$ cat src/rtl/lock_key_pkg.sv
// Shared types and constants for the logic-locking key loader.
// Holds the loader state enum and the default key width.
// Optional feature macro: KEY_PARITY_EN adds the PARITY state.
package lock_key_pkg;

  // Default number of key bits driven onto the locked netlist's D inputs.
  localparam int unsigned KEY_W_DEF = 10;

  typedef enum logic [1:0] {
    ST_IDLE   = 2'd0,
    ST_SHIFT  = 2'd1,
`ifdef KEY_PARITY_EN
    ST_PARITY = 2'd2,
`endif
    ST_COMMIT = 2'd3
  } lk_state_e;

endpackage : lock_key_pkg

$ cat src/rtl/lock_key_loader.sv
// Serial key loader for a logic-locked netlist.
// Shifts KEY_W bits (LSB first) into a shadow register and commits them to
// key_out in one step, so the netlist never sees a partially loaded key.
// Optional feature macro: KEY_PARITY_EN -- one trailing odd-parity bit is
// accepted and checked; a bad parity sets the sticky err flag instead of
// committing.
//
// Ports:
//   clk        sole clock, rising edge
//   rst        asynchronous active-high reset
//   start      one-cycle request to (re)start a load; aborts a load in flight
//   bit_valid  serial key bit present on bit_data
//   bit_data   serial key bit, D_0 first
//   bit_ready  loader accepts a bit this cycle (SHIFT/PARITY)
//   key_out    committed key
//   key_valid  key_out holds a committed key
//   busy       load in progress
//   done       one-cycle pulse on successful commit
//   err        sticky parity error, cleared by the next start
module lock_key_loader
  import lock_key_pkg::*;
#(
  parameter int unsigned KEY_W = KEY_W_DEF
) (
  input  logic             clk,
  input  logic             rst,
  input  logic             start,
  input  logic             bit_valid,
  input  logic             bit_data,
  output logic             bit_ready,
  output logic [KEY_W-1:0] key_out,
  output logic             key_valid,
  output logic             busy,
  output logic             done,
  output logic             err
);

  // Counter holds 0..KEY_W so it can never wrap within a load.
  localparam int unsigned CNT_W = $clog2(KEY_W + 1);

  lk_state_e               state_q, state_d;
  logic [CNT_W-1:0]        cnt_q, cnt_d;
  logic [KEY_W-1:0]        shadow_q, shadow_d;
  logic [KEY_W-1:0]        key_out_q, key_out_d;
  logic                    key_valid_q, key_valid_d;
  logic                    bit_ready_q;
  logic                    busy_q;
  logic                    done_q;
`ifdef KEY_PARITY_EN
  logic                    err_q, err_d;
`endif

  // Next-state and datapath update; start has priority in every state.
  always_comb begin
    state_d     = state_q;
    cnt_d       = cnt_q;
    shadow_d    = shadow_q;
    key_out_d   = key_out_q;
    key_valid_d = key_valid_q;
`ifdef KEY_PARITY_EN
    err_d       = err_q;
`endif
    if (start) begin
      // Restart; a bit offered in this same cycle is dropped.
      state_d     = ST_SHIFT;
      cnt_d       = '0;
      shadow_d    = '0;
      key_valid_d = 1'b0;
`ifdef KEY_PARITY_EN
      err_d       = 1'b0;
`endif
    end else begin
      case (state_q)
        ST_IDLE: begin
          state_d = ST_IDLE;
        end
        ST_SHIFT: begin
          if (bit_valid) begin
            // Shadow is cleared on start, so OR-ing sets bit cnt_q exactly.
            shadow_d = shadow_q | (KEY_W'(bit_data) << cnt_q);
            if (cnt_q == CNT_W'(KEY_W - 1)) begin
`ifdef KEY_PARITY_EN
              state_d = ST_PARITY;
`else
              state_d = ST_COMMIT;
`endif
            end else begin
              cnt_d = cnt_q + CNT_W'(1);
            end
          end
        end
`ifdef KEY_PARITY_EN
        ST_PARITY: begin
          if (bit_valid) begin
            // Odd parity over data bits plus the parity bit.
            if ((^shadow_q) ^ bit_data) begin
              state_d = ST_COMMIT;
            end else begin
              err_d   = 1'b1;
              state_d = ST_IDLE;
            end
          end
        end
`endif
        ST_COMMIT: begin
          key_out_d   = shadow_q;
          key_valid_d = 1'b1;
          state_d     = ST_IDLE;
        end
        default: begin
          state_d = ST_IDLE;
        end
      endcase
    end
  end

  // State and registered outputs; status flags follow the next state so
  // they line up with the state they describe.
  always_ff @(posedge clk or posedge rst) begin
    if (rst) begin
      state_q     <= ST_IDLE;
      cnt_q       <= '0;
      shadow_q    <= '0;
      key_out_q   <= '0;
      key_valid_q <= 1'b0;
      bit_ready_q <= 1'b0;
      busy_q      <= 1'b0;
      done_q      <= 1'b0;
`ifdef KEY_PARITY_EN
      err_q       <= 1'b0;
`endif
    end else begin
      state_q     <= state_d;
      cnt_q       <= cnt_d;
      shadow_q    <= shadow_d;
      key_out_q   <= key_out_d;
      key_valid_q <= key_valid_d;
`ifdef KEY_PARITY_EN
      bit_ready_q <= (state_d == ST_SHIFT) || (state_d == ST_PARITY);
      err_q       <= err_d;
`else
      bit_ready_q <= (state_d == ST_SHIFT);
`endif
      busy_q      <= (state_d != ST_IDLE);
      done_q      <= (state_d == ST_COMMIT);
    end
  end

  assign bit_ready = bit_ready_q;
  assign key_out   = key_out_q;
  assign key_valid = key_valid_q;
  assign busy      = busy_q;
  assign done      = done_q;
`ifdef KEY_PARITY_EN
  assign err       = err_q;
`else
  assign err       = 1'b0;
`endif

endmodule : lock_key_loader

$ cat config.mk
export PLATFORM = sky130hd
export DESIGN_NAME = lock_key_loader
export DESIGN_NICKNAME = d
export VERILOG_FILES = /design/src/rtl/lock_key_pkg.sv /design/src/rtl/lock_key_loader.sv
export SDC_FILE = /design/constraint.sdc
export NUM_CORES = 1
export LEC_CHECK = 0
export CAP_MARGIN = 15
export CORE_MARGIN = 3
export CORE_UTILIZATION = 40
export CTS_CLUSTER_SIZE = 14
export DETAILED_ROUTE_END_ITERATION = 10
export MAX_ROUTING_LAYER = met4
export PLACE_DENSITY = 0.58
export RECOVER_POWER = 25
export SLEW_MARGIN = 20
export SYNTH_ARGS = -nofsm -noshare
export SYNTH_HDL_FRONTEND = slang
export SYNTH_SLANG_ARGS = --single-unit
$ cat constraint.sdc
create_clock -name clk -period 2.99 [get_ports clk]
set_clock_uncertainty 0.2 [all_clocks]
set_input_delay 0.4485 -clock clk [delete_from_list [all_inputs] [get_ports clk]]
set_output_delay 0.4485 -clock clk [all_outputs]
set_load 0.01 [all_outputs]
==> metrics, run 1 <==
initial core utilization 0.4387; synthesized area between 1000 and 1500 sq um; Cells after Synth 121; Critical Path Fanout Max 30; overall routed net length between 2000 and 2500 um; initial antenna violation count 0; synthesized net count 128; Worst Path Required a little under 3 ns; largest net degree at the start of global routing 31; RSZ-0062 raised after global routing false; top post-synthesis cells by area dfrtp_1 59%, o21ai_0 4.7%, inv_1 3.8%; number of synthesized register bits 30; final std cells w/o fill 183; Via density 5.000; VDD IR max about 0.27 mV; Final Core Density 0.5388; setup ws final 0.9158 ns; TritonCTS clock tree built; Starting DRT DRC Count 40; max-cap violations 1; layout cell share with drive strength beyond 1 0.08511; Setup-failing EPs final 0; GP Congestion 0.8628; Setup WS pre-CTS just under 0.8 ns; met3 wire length 148 um; Worst R2R Start cnt_q[1]; most common cell in the synthesized netlist dfrtp_1; post-CTS setup buffers 0; Warnings, synthesis 0; final net count 148; Placed Area between 1000 and 1500 sq um; hold path start key_out[9]; clock net sink count 30; Num CTS Buffers 5; Detailed Routing Iterations Pass 1 5; share of the synthesized area in the top cell type 0.5900; Worst-Skew Late Latency 0.32 ns; Final Critical Period 2.074 ns; DR WL/cell between 10 and 15 um; Tcrit/Tclk final 0.6937; Final ANT Viol Nets 0; die area around 3900 sq um; leakage 0.0006508 uW; post-route design area approximately 1600 sq um; vias in the first global route 807; FP Rows 19; worst hold path type reg -> reg; Root Driver clkbuf_4; endpoints failing hold 0; dpl hpwl 1623 um; failing checks capacitance limit, slew limit; global-route wire length before repair between 3000 and 4000 um; Post-synth EDFFs 0; Seq/Total Area, Yosys 0.5900; top post-synthesis cells by count 30 x dfrtp_1, 13 x inv_1, 12 x o21ai_0; Area Growth Syn to Fin 22.81%; Die Wd 62.40 um; cts repair resizes 0; main flop type after synthesis dfrtp_1; buffer levels on the longest clock path 2; DRC 0; # diodes 0; CP startpoint rst; clock slew at reported path FFs ~0.090 ns; relative slew slack -0.04621; Slew Limit Fails 31; Placed Cells 176; Top Metal Used met4; metal1 wirelength 1088 um; setup TNS 0 ns; hold buffers post-CTS 0; Core Box Area 2900 sq um; synthesized area per cell 10.52 sq um; die height roughly 62 um; crit path capture type asynchronous set/reset pin; H-tree Lvls 2; global route overflow 0; Pwr Density 499.8 nW/um^2; status complete, but fails checks; post-synthesis cell type count 30; number of port buffers 18; WP data arrival 2.03 ns; Setup CP Type in -> async; achievable frequency 482.1 MHz; post-synth top area cell dfrtp_1; Worst-Margin Slew 1.569 ns; WL met2 1013 um; GRT Overall Usage 0.1359; routed via count between 900 and 1000; async set-reset flop share out of synthesis 1.000; crit start category input pin; IO Count 20
[per-stage QoR]
| stage | power [uW] | hold slack, ns |
|---|---|---|
| floorplan | 448.4 | 0.2467 |
| global route | 816.4 | 0.3126 |
| global placement | 460.6 | 0.2608 |
| detailed placement | 462.4 | 0.2700 |
| CTS | 792.8 | 0.2907 |
| finish | 781.0 | 0.2807 |
[power breakdown]
part           internal [uW]  switching (uW)
sequential               409            6.72
clock                    195             133
combinational           14.1            23.1
total                    618             163
[per-layer routing]
layer / GRT usage / up-vias
met1: 0.1768 / 432
met5: - / -
met2: 0.1824 / 22
met4: 0.07163 / 0
li1: - / 452
met3: 0.05216 / 9
[logic make-up (layout without fill, tap and decap cells)]
| family | after synthesis | in the layout | share of synthesized area |
|---|---|---|---|
| buffers and inverters | 21 | 41 | 0.07178 |
| AO/OA/AOI/OAI | 28 | 28 | 0.1318 |
| other | 1 | 1 | 0.002947 |
| multiplexers | 1 | 1 | 0.008849 |
| adder cells (fa/ha/maj) | 2 | 2 | 0.01966 |
| flip-flops | 30 | 30 | 0.5900 |
| AND/OR/NAND/NOR | 38 | 38 | 0.1750 |
[critical path: stages]
cell,delay (ns)
clkdlybuf4s50_1,0.40
inv_1,0.05
clkbuf_1,1.13
[area by class of cell]
cell class / instances / area, sq um
fill: 292 / 1338
sequential: 30 / 750.7
clock inverter: 1 / 30.03
timing repair buffer: 21 / 198.9
multi-input combinational: 70 / 430.4
clock buffer: 6 / 51.30
tap: 42 / 52.55
inverter: 13 / 48.80
[registers in the layout, summed over array words and instances (netlist names)]
register and flops:
cnt_q 4, state_q 2, key_out 10, key_valid 1, bit_ready 1, busy 1, shadow_q 10, done 1
[worst paths after layout]
path                                    to  slack (ns)  cells after the start
max in group clk                  cnt_q[2]        1.06                      5
worst max-delay path              cnt_q[0]        0.92                      3
worst min-delay path            key_out[9]        0.28                      2
worst min register to register  key_out[9]        0.28                      2
min in group asynchronous       key_out[5]        0.76                      3
worst max register to register    cnt_q[2]        1.06                      5
[placed cells by master, fill, tap and decap left out, drive strengths merged, types with 3 or more instances in the layout]
master         synthesis  routed
dfrtp                 30      30
clkbuf                 5       7
nor2b                  3       3
or3                    3       3
a21oi                  4       4
clkdlybuf4s50          0      18
o21ai                 12      12
nand3b                 5       5
o32ai                  3       3
o22ai                  6       6
inv                   13      13
nand2                 11      11
No activity file was read; power rests on OpenSTA's default activity.
==> run 2, diff against run 1 <==
- clock period: 2.99 -> 1.95 ns (I/O delays scaled with it)
==> run 2 against run 1 <==
The flow now finishes without violations. Clock-buffer cell count up 1. Final cell count grew 5.5%. Combinational power is 96% higher. Total power grew 39%. Worst hold slack about the same. Register-to-register slack got worse by 0.86 ns. Die area unchanged. Critical path type is now reg -> reg. Largest power group unchanged.
==> metrics, run 2 (same netlist as run 1, synthesis figures left out) <==
cts repair resizes 0; Slew Limit Fails 0; Worst-Margin Slew around 0.7 ns; hold buffers post-CTS 0; leakage 0.0006867 uW; number of port buffers 18; global route overflow 0; Final ANT Viol Nets 0; filler cell count 287; initial antenna violation count 0; final net count around 160; Worst-Skew Late Latency 0.32 ns; Tcrit/Tclk final 0.8955; Critical Path Fanout Max 8; # diodes 0; worst path cell trace ha_1, and3b_1, or4_1, a21oi_1; Root Driver clkbuf_4; area occupied by multi-input gates around 430 sq um; setup ws final between 0.2 and 0.25 ns; Setup CP Type reg -> reg; layout cell share with drive strength beyond 1 0.1457; worst hold path type reg -> reg; H-tree Lvls 2; crit start category register; Setup-failing EPs final 0; most frequent cells in the layout 30 x dfrtp_1, 17 x clkdlybuf4s50_1, 13 x inv_1; post-route design area 1610 sq um; GRT Overall Usage 0.1426; R2R depth 4; die height 62.40 um; RSZ-0062 raised after global routing false; Slowest cell on crit path dfrtp_1; most common cell after layout, fill and taps aside dfrtp_1; Detailed Routing Iterations Pass 1 2; DRC 0; status finished, final reports clean; crit path capture type register; post-CTS setup buffers 0; setup TNS 0 ns; hold depth 2; vias in the first global route 959; clock net sink count 30; Fin Hold WS 0.2809 ns; initial core utilization 0.4387; relative slew slack 0.5239; Die Wd about 62 um; buffer levels on the longest clock path 2; max-cap violations 0; Pwr Density roughly 670 nW/um^2; global-route wire length before repair 4250 um; clock slew at reported path FFs 0.09 ns; CP max stage delay 0.44 ns; Placed Area approximately 1600 sq um; Final Critical Period 1.746 ns; GP Congestion 0.7685; WP data arrival 1.80 ns; TritonCTS clock tree built; Via density 4.808; Seq. cell area 750.7 sq um; VDD IR max 0.5730 mV; Worst Path Required ~2.0 ns; Num CTS Buffers 5; FP Rows 19; die area 3894 sq um; largest net degree at the start of global routing 31; Setup WS pre-CTS -0.05147 ns; Starting DRT DRC Count 24; routed via count 928; endpoints failing hold 0; IO Count 20; Core Box Area 2900 sq um; dpl hpwl ~1700 um; Final Core Density 0.5552; overall routed net length 2381 um; DR WL/cell roughly 12 um; achievable frequency between 500 and 600 MHz; Area Growth Syn to Fin 26.55%
==> run 2: changes by cell type in the layout (fill, tap and decap cells not counted) <==
cell,previous run,this run
buf_4,2,11
bufinv_16,1,0
clkbuf_2,0,1
clkdlybuf4s50_1,18,17
clkinv_2,0,1
dlygate4sd3_1,0,1
==> run 2: final timing paths <==
check,from,end,slack [ns]
max in group asynchronous,rst,shadow_q[4],0.69
min reg2reg,key_out[7],key_out[7],0.28
min in group asynchronous,rst,key_out[7],0.40
min,key_out[7],key_out[7],0.28
max reg2reg,cnt_q[0],cnt_q[2],0.20
max,cnt_q[0],cnt_q[2],0.20
==> run 2: metrics by stage <==
stage                     power (uW)  instances
after floorplan                687.6        121
after global placement         717.1        185
after detailed placement       719.7        185
after CTS                       1096        193
after global routing            1135        193
final                           1083        193
==> run 2: report_power, final <==
part / leakage (uW) / switching [uW] / internal [uW] / total (uW)
clock: 0.0000353 / 203 / 174 / 378
combinational: 0.000250 / 42.1 / 30.8 / 72.9
sequential: 0.000401 / 4.39 / 628 / 632
total: 0.000687 / 250 / 833 / 1080
==> run 2: layer usage <==
metal / track usage / up-vias / routed length (um)
li1: - / 469 / -
met1: 0.1602 / 439 / 1046
met2: 0.2397 / 16 / 1183
met3: 0.03417 / 4 / 113
met4: 0.06612 / 0 / 38
met5: - / - / 0
==> run 2: worst max-delay path: cells and delay by family, from the launching register on <==
| family | cells | cell delay [ns] |
|---|---|---|
| simple gates | 2 | 0.68 |
| compound gates | 1 | 0.15 |
| fa+ha+maj | 1 | 0.21 |
| flops | 1 | 0.44 |
==> run 2: final cells by class <==
class,count,share of cell area
clock inverters,1,0.003108
flip-flops and latches,30,0.4662
repair buffers,30,0.1663
multi-input cells,70,0.2673
clock buffers,7,0.03419
inverters,13,0.03030
well taps,42,0.03263
